===== src/rtl/pkt_dropper.sv =====
// pkt_dropper: 2-entry skid buffer that drops a stalled head packet.
// Define PKT_DROPPER_DROP_CNT_EN to build the saturating drop counter.
module pkt_dropper #(
  parameter int PACKET_BITS = 72,
  parameter int WAIT_BITS   = 32,
  parameter int CNT_BITS    = 32
) (
  input  logic                   clk,
  input  logic                   reset_n,
  input  logic [WAIT_BITS-1:0]   drop_wait_in,
  input  logic                   drop_cnt_clr_in,
  input  logic [PACKET_BITS-1:0] pkt_in_data_in,
  input  logic                   pkt_in_vld_in,
  output logic                   pkt_in_rdy_out,
  output logic [PACKET_BITS-1:0] pkt_out_data_out,
  output logic                   pkt_out_vld_out,
  input  logic                   pkt_out_rdy_in,
  output logic [CNT_BITS-1:0]    drop_cnt_out
);

  typedef enum logic [1:0] {
    S_EMPTY = 2'd0,
    S_ONE   = 2'd1,
    S_TWO   = 2'd2
  } state_t;

  state_t                 r_state;
  state_t                 w_next_state;
  logic                   r_in_rdy;
  logic [PACKET_BITS-1:0] r_head;
  logic [PACKET_BITS-1:0] r_skid;
  logic [WAIT_BITS-1:0]   r_stall;

  logic                   w_out_vld;
  logic                   w_acc;
  logic                   w_xfer;
  logic                   w_stalled;
  logic                   w_drop;
  logic                   w_pop;
  logic [WAIT_BITS-1:0]   w_wait_m1;

  assign w_acc     = pkt_in_vld_in & r_in_rdy;
  assign w_xfer    = w_out_vld & pkt_out_rdy_in;
  assign w_stalled = w_out_vld & ~pkt_out_rdy_in;
  assign w_wait_m1 = drop_wait_in - WAIT_BITS'(1);
  assign w_drop    = (drop_wait_in != '0) & w_stalled
                   & (r_stall == w_wait_m1);
  assign w_pop     = w_xfer | w_drop;

  // State register; ready is registered from the next state
  always_ff @(posedge clk or negedge reset_n) begin
    if (!reset_n) begin
      r_state  <= S_EMPTY;
      r_in_rdy <= 1'b0;
    end else begin
      r_state  <= w_next_state;
      r_in_rdy <= (w_next_state != S_TWO);
    end
  end

  // Next-state logic: head leaves on transfer or drop
  always_comb begin
    w_next_state = r_state;
    unique case (r_state)
      S_EMPTY: begin
        if (w_acc) w_next_state = S_ONE;
      end
      S_ONE: begin
        if (w_pop && !w_acc)      w_next_state = S_EMPTY;
        else if (!w_pop && w_acc) w_next_state = S_TWO;
      end
      S_TWO: begin
        if (w_pop) w_next_state = S_ONE;
      end
      default: w_next_state = S_EMPTY;
    endcase
  end

  // Output decode from the state register
  always_comb begin
    w_out_vld = (r_state != S_EMPTY);
  end

  assign pkt_out_vld_out  = w_out_vld;
  assign pkt_in_rdy_out   = r_in_rdy;
  assign pkt_out_data_out = r_head;

  // Head/skid datapath: skid refills head when head leaves
  always_ff @(posedge clk or negedge reset_n) begin
    if (!reset_n) begin
      r_head <= '0;
      r_skid <= '0;
    end else begin
      unique case (r_state)
        S_EMPTY: begin
          if (w_acc) r_head <= pkt_in_data_in;
        end
        S_ONE: begin
          if (w_acc) begin
            if (w_pop) r_head <= pkt_in_data_in;
            else       r_skid <= pkt_in_data_in;
          end
        end
        S_TWO: begin
          if (w_pop) r_head <= r_skid;
        end
        default: ;
      endcase
    end
  end

  // Consecutive stall counter, saturating, cleared when head moves
  always_ff @(posedge clk or negedge reset_n) begin
    if (!reset_n) begin
      r_stall <= '0;
    end else if (!w_out_vld || w_pop) begin
      r_stall <= '0;
    end else if (r_stall != '1) begin
      r_stall <= r_stall + WAIT_BITS'(1);
    end
  end

`ifdef PKT_DROPPER_DROP_CNT_EN
  logic [CNT_BITS-1:0] r_drop_cnt;

  // Drop counter: clear beats a simultaneous drop
  always_ff @(posedge clk or negedge reset_n) begin
    if (!reset_n) begin
      r_drop_cnt <= '0;
    end else if (drop_cnt_clr_in) begin
      r_drop_cnt <= '0;
    end else if (w_drop && (r_drop_cnt != '1)) begin
      r_drop_cnt <= r_drop_cnt + CNT_BITS'(1);
    end
  end

  assign drop_cnt_out = r_drop_cnt;
`else
  logic w_unused_clr;
  assign w_unused_clr = drop_cnt_clr_in;
  assign drop_cnt_out = '0;
`endif

endmodule


===== config.mk =====
export PLATFORM = sky130hd
export DESIGN_NAME = pkt_dropper
export DESIGN_NICKNAME = d
export VERILOG_FILES = /design/src/rtl/pkt_dropper.sv
export SDC_FILE = /design/constraint.sdc
export NUM_CORES = 1
export LEC_CHECK = 0
export CAP_MARGIN = 20
export CORE_MARGIN = 10
export CORE_UTILIZATION = 43
export CTS_CLUSTER_SIZE = 8
export DETAILED_ROUTE_END_ITERATION = 10
export GPL_TIMING_DRIVEN = 0
export PLACE_DENSITY = 0.82
export RECOVER_POWER = 50
export SLEW_MARGIN = 5
export SYNTH_ARGS = -nofsm -noshare
export SYNTH_HDL_FRONTEND = slang
export SYNTH_SLANG_ARGS = --single-unit

===== constraint.sdc =====
create_clock -name clk -period 3.75 [get_ports clk]
set_input_delay 0.75 -clock clk [delete_from_list [all_inputs] [get_ports clk]]
set_output_delay 0.75 -clock clk [all_outputs]
set_load 0.02 [all_outputs]

* Word level (Yosys, flattened, before mapping) *
Cells that the tools add are included.
W data, S select, Z words.

storage, ports and cells
  register bits = 179
  bits of input ports = 109
  output and inout bits = 106
  logic and storage cells = 49

operators by class
  add/subtract/negate cells = 2
  eq/ne operators = 9
  multiplexer cells = 12
  bitwise gates (word level) = 8
  reduce and logical (&&, ||, !) cells = 13

operators with widths
  cell                     number
  $mux W72                 4
  $pmux W72 S3             1
  $mux W32                 2
  $add A32 B1 Y32 const B  1
  $eq A32 B32 Y1           1
  $ne A32 B32 Y1 const B   1
  $reduce_bool A32 Y1      1
  $sub A32 B1 Y32 const B  1
  $ne A2 B2 Y1 const B     5
  $mux W2                  4
  $pmux W2 S3              1
  $and A1 B1 Y1            5
  $reduce_and A5 Y1        1
  $reduce_bool A2 Y1       2
  $logic_not A1 Y1         3
  $reduce_and A3 Y1        1
  $reduce_bool A3 Y1       1
  $eq A2 B1 Y1 const B     1
  $eq A2 B2 Y1 const B     1
  $logic_and A1 B1 Y1      2
  $logic_not A2 Y1         1
  $not A1 Y1               2
  $logic_or A1 B1 Y1       1
  $or A1 B1 Y1             1

* Depth between registers and ports, before layout *
  depth after elaboration = 11
  mapped depth = 11
  mapped depth without buffers = 10

* Worst setup path after synthesis *
Ideal clock, no wire load.

  kind = input to register
  from = in drop_wait_in[21]
  to = reg r_head[0] (netlist: pkt_out_data_out[0])
  arrival time = 3.624 ns
  required time = 3.625 ns
  slack = 0.001 ns
  stages on the path = 10
  path through = or4_1 buf_2 or2_1 or3_1 mux2_2 o31ai_1 a41oi_2 a21oi_4 buf_6 mux2_2

on the way
  cells in the longest elaborated chain, start to end = 6
  elaborated cells on any way between the ends = 9
  those cells by class = 1 x add/sub; 3 x eq/ne; 3 x bitwise; 2 x reduce/logical

ends and longest elaborated chain
  what                                                    RTL line  text
  from (decl)                                             10        input logic [WAIT_BITS-1:0] drop_wait_in,
  $sub A32 B1 Y32 or $reduce_bool A32 Y1 (tied branches)  45, 46
  $eq A32 B32 Y1 or $and A1 B1 Y1 (tied branches)         47, 46
  $and A1 B1 Y1 (*)                                       47        & (r_stall == w_wait_m1);
  $or A1 B1 Y1 (*)                                        48        assign w_pop = w_xfer | w_drop;
  $ne A2 B2 Y1 (no line)                                  --
  $reduce_and A5 Y1 (no line) (*)                         --
  to (signal assigned)                                    96        if (w_acc) r_head <= pkt_in_data_in;
  to (signal assigned)                                    100       if (w_pop) r_head <= pkt_in_data_in;
  to (signal assigned)                                    105       if (w_pop) r_head <= r_skid;
  to (decl)                                               30        logic [PACKET_BITS-1:0] r_head;

Mark *: on every way between the ends. The rest lies on a longest branch, timed or not.
A chain may end at the register's enable or synchronous reset.

* Worst setup path in the final report *
  from = in drop_wait_in[24]
  to = reg r_skid[11]

on the way
  cells in the longest elaborated chain, start to end = 6
  elaborated cells on any way between the ends = 8
  those cells by class = 1 x add/sub; 1 x eq/ne; 4 x bitwise; 2 x reduce/logical

ends and longest elaborated chain
  what                                                    RTL line  text
  $sub A32 B1 Y32 or $reduce_bool A32 Y1 (tied branches)  45, 46
  $eq A32 B32 Y1 or $and A1 B1 Y1 (tied branches)         47, 46
  $and A1 B1 Y1 (*)                                       47
  $or A1 B1 Y1 (*)                                        48
  $not A1 Y1 (no line) (*)                                --
  $reduce_and A3 Y1 (no line) (*)                         --
  to (signal assigned)                                    101       else r_skid <= pkt_in_data_in;
  to (decl)                                               31        logic [PACKET_BITS-1:0] r_skid;

Marks and branches as above.

==> summary.md <==
| Metric | Value |
|---|---|
| Status | `complete, but fails checks` |
| Failing checks | `max-capacitance violations, max-slew violations` |
| Root Buffer | `clkbuf_16` |
| Synth warn | `0` |
| Final setup fails | `0` |
| H-tree lvl count | `4` |
| Seq cells post-synth | `179` |
| Setup Total Neg Slack | `0 ns` |
| Mux share of post-synthesis cell area | `27.0%` |
| Ant diodes | `0` |
| Placement-stage cell area | `11700 sq um` |
| GRT overflow | `0` |
| # IOs | `215` |
| Leak Pwr | `0.00537 uW` |
| Routed wire length | `23700 um` |
| Cell Rows | `54` |
| Worst Setup End Kind | `register` |
| Hold slack | `0.501 ns` |
| Async SR Flop Fraction | `100%` |
| Post-route cell area | `12900 sq um` |
| Setup crit start kind | `primary input` |
| Routability cong. | `0.857` |
| Die footprint | `28200 sq um` |
| Combinational Power Share | `40.7%` |
| Via density | `5.06` |
| All-layer global routing usage | `16.4%` |
| Overall via count from detail_route | `6631` |
| Hold_buf cts | `0` |
| Fin. Hold Viols | `0` |
| Slew @ Worst Pin | `2.00 ns` |
| Post-synthesis cell count | `765` |
| Largest net degree at the start of global routing | `101` |
| Drt pass-1 iters | `4` |
| R2r worst-path depth | `11` |
| Syn avg cell area | `12.3 sq um` |
| Maximum capacitance violations | `1` |
| Layout Skew | `0.0120 ns` |
| Register area share after synthesis | `47.6%` |
| Crit Path Class | `in2reg` |
| Reg2reg setup slack | `0.36 ns` |
| Power Density | `642 nW/um^2` |
| Xor-xnor portion of the synthesized cell area | `6.79%` |
| Tcrit/Tclk final | `98.4%` |
| Simple-gate portion of the synthesized area | `10.8%` |
| Final ANT Viol Nets | `0` |
| Worst vdd ir | `0.508 mV` |
| DRC violations left | `0` |
| Largest family of logic cells by synthesized area | `multiplexers` |
| Core Area | `21700 sq um` |
| First-pass GRT wire length | `37900 um` |
| Die H | `168 um` |
| Rel. slew slack | `-33.5%` |
| Synthesized-area fraction occupied by adder cells | `0.266%` |
| Final period demand of the worst path | `3.69 ns` |
| R2R Path End | `r_skid[11]` |
| Starting DRT DRC Count | `388` |
| Reg clk slew, reported paths | `0.07 ns` |
| Worst-skew pair later-pin latency | `0.42 ns` |
| CTS tree | `done` |
| CP endpoint | `r_skid[11]` |
| RSZ-0062 raised after global routing | `true` |
| Most used flip-flop cell after synthesis | `dfrtp_1` |
| Initial antenna violation count | `0` |
| WP data arrival | `4.00 ns` |
| Cell Area, Synth | `9410 sq um` |
| Max-slew violations | `80` |
| Layout cells sized above 1 | `35.8%` |
| Switching share of total power | `32.7%` |
| CTS sink cnt | `179` |
| Die Wd | `168 um` |
| Post-layout nets | `1129` |
| Pint | `5570 uW` |
| Clock share of power | `21.2%` |
| Max Buffers Root-to-Sink | `2` |
| WL per Instance | `18.1 um` |
| Worst flop-to-flop path startpoint | `r_stall[6]` |
| Number of global-route vias before repair | `7136` |
| Num CTS Buffers | `17` |
| DP HPWL | `16700 um` |
| Synth unique cells | `59` |
| Peak Freq | `271 MHz` |
| Worst path required time | `4.06 ns` |
| CP Launch Point | `drop_wait_in[24]` |
| Sequential share of power | `38.1%` |
| Starting Density | `43.4%` |
| Sw Pwr | `2700 uW` |
| Complex-gate fraction of the synthesized area | `2.66%` |
| Syn-to-layout area delta | `36.7%` |
| Number of synthesized flops with an enable pin | `0` |
| Largest fanout on the critical path | `10` |
| Min-Delay Path Class | `reg2reg` |
| Port-buffer cells | `180` |
==> critical path, stage by stage <==
cell and delay [ns]:
buf_4 0.13, or4_4 0.53, buf_6 0.14, or2_4 0.23, or3_4 0.38, mux2_4 0.32
o31ai_4 0.30, a41oi_2 0.15, buf_6 0.17, buf_12 0.12, nand3_4 0.18, buf_4 0.24
mux2_2 0.35
==> state kept, by name, summed over array words and instances, names as in the netlist <==
signal,cells
pkt_out_data_out,72
r_skid,72
r_stall,32
r_state,2
pkt_in_rdy_out,1
==> routing by layer <==
layer	GRT usage [%]	vias to the layer above	wire, um
li1	-	3184	-
met5	0	-	0
met1	19.1	3250	9700
met2	26.6	180	11400
met4	4.05	0	245
met3	8.01	17	2360
==> area by class of cell <==
class	instances	area (sq um)
fillers	1709	8820
multi-input cells	544	4810
flip-flops and latches	179	4480
repair buffers	204	2120
plain buffers	64	507
clock buffers	18	429
well taps	280	350
clock inverters	14	148
inverters	8	30.0
==> timing repair <==
| item | CTS | global route |
|---|---|---|
| setup endpoints to repair | 176 | 172 |
| setup buffers | 8 | 9 |
| gates cloned | 1 | 5 |
| resized for setup | 65 | 43 |
| pin swaps | 10 | 16 |
==> cells in the mapped netlist, drive strengths merged, types with 6 or more instances <==
| master | instances | area share [%] |
|---|---|---|
| nor3 | 15 | 0.80 |
| nand2 | 20 | 0.80 |
| nand4 | 15 | 1.1 |
| inv | 8 | 0.32 |
| nor4 | 16 | 1.3 |
| nor2 | 52 | 2.1 |
| buf | 47 | 3.9 |
| nand3 | 16 | 0.90 |
| dfrtp | 179 | 48 |
| and4 | 6 | 0.57 |
| clkbuf | 18 | 0.72 |
| a21oi | 9 | 0.60 |
| xor2 | 39 | 3.6 |
| or4 | 6 | 0.48 |
| or3 | 9 | 0.61 |
| xnor2 | 34 | 3.2 |
| and3 | 8 | 0.54 |
| mux2 | 217 | 27 |
==> cells by family after synthesis <==
family | count (synthesis)
AOI/OAI and AO/OA | 34
xor gates and xnor gates | 73
adders and majority gates | 2
buffers and inverters | 73
DFF | 179
muxes | 219
other | 1
and+or+nand+nor | 184
==> layout by cell type, fill, tap and decap left out, types with 5 or more instances in the layout <==
cell type        count
mux2_2             194
dfrtp_1            179
clkdlybuf4s50_1    130
buf_4               51
nor2_1              50
xor2_1              39
xnor2_1             34
conb_1              32
dlygate4sd3_1       27
mux2_4              23
clkbuf_16           22
nand2_1             20
clkbuf_1            17
nand4_1             14
nand3_1             14
nor3_1              13
nor4_1               9
a21oi_1              8
buf_12               8
dlymetal6s2s_1       8
and3_1               7
clkbuf_2             7
inv_1                6
nor4_4               6
or3_1                6
dlygate4sd2_1        6
and4_1               5
==> power groups by stage <==
stage | Sequential, uW | Combinational (uW) | Clock, uW
final | 3150 | 3360 | 1750
after global routing | 3250 | 3600 | 1890
after CTS | 3160 | 3350 | 1800
after detailed placement | 3180 | 3230 | 0
after global placement | 3140 | 3160 | 0
after floorplan | 3580 | 1400 | 0
==> worst min path at each step <==
stage	start	to	slack (ns)	cells past startpoint
global route	r_skid[59]	r_skid[59]	0.52	1
floorplan	reset_n	pkt_in_rdy_out	0.45	0
finish	r_skid[55]	r_skid[55]	0.50	1
detailed placement	r_skid[43]	r_skid[43]	0.49	1
global placement	r_state[1]	r_state[0]	0.47	1
CTS	reset_n	pkt_out_data_out[33]	0.31	1
==> stage by stage <==
stage	util, %	setup WS (ns)	total power, uW	std cells
after detailed placement	54.0	-1.22	6400	1257
after CTS	58.2	0.00107	8300	1297
after floorplan	-	0.00134	4980	796
after global placement	53.9	-5.53	6290	1256
after global routing	59.4	-0.0165	8740	1311
final	59.4	0.0595	8270	1311
Power figures use the tool's default switching activity.
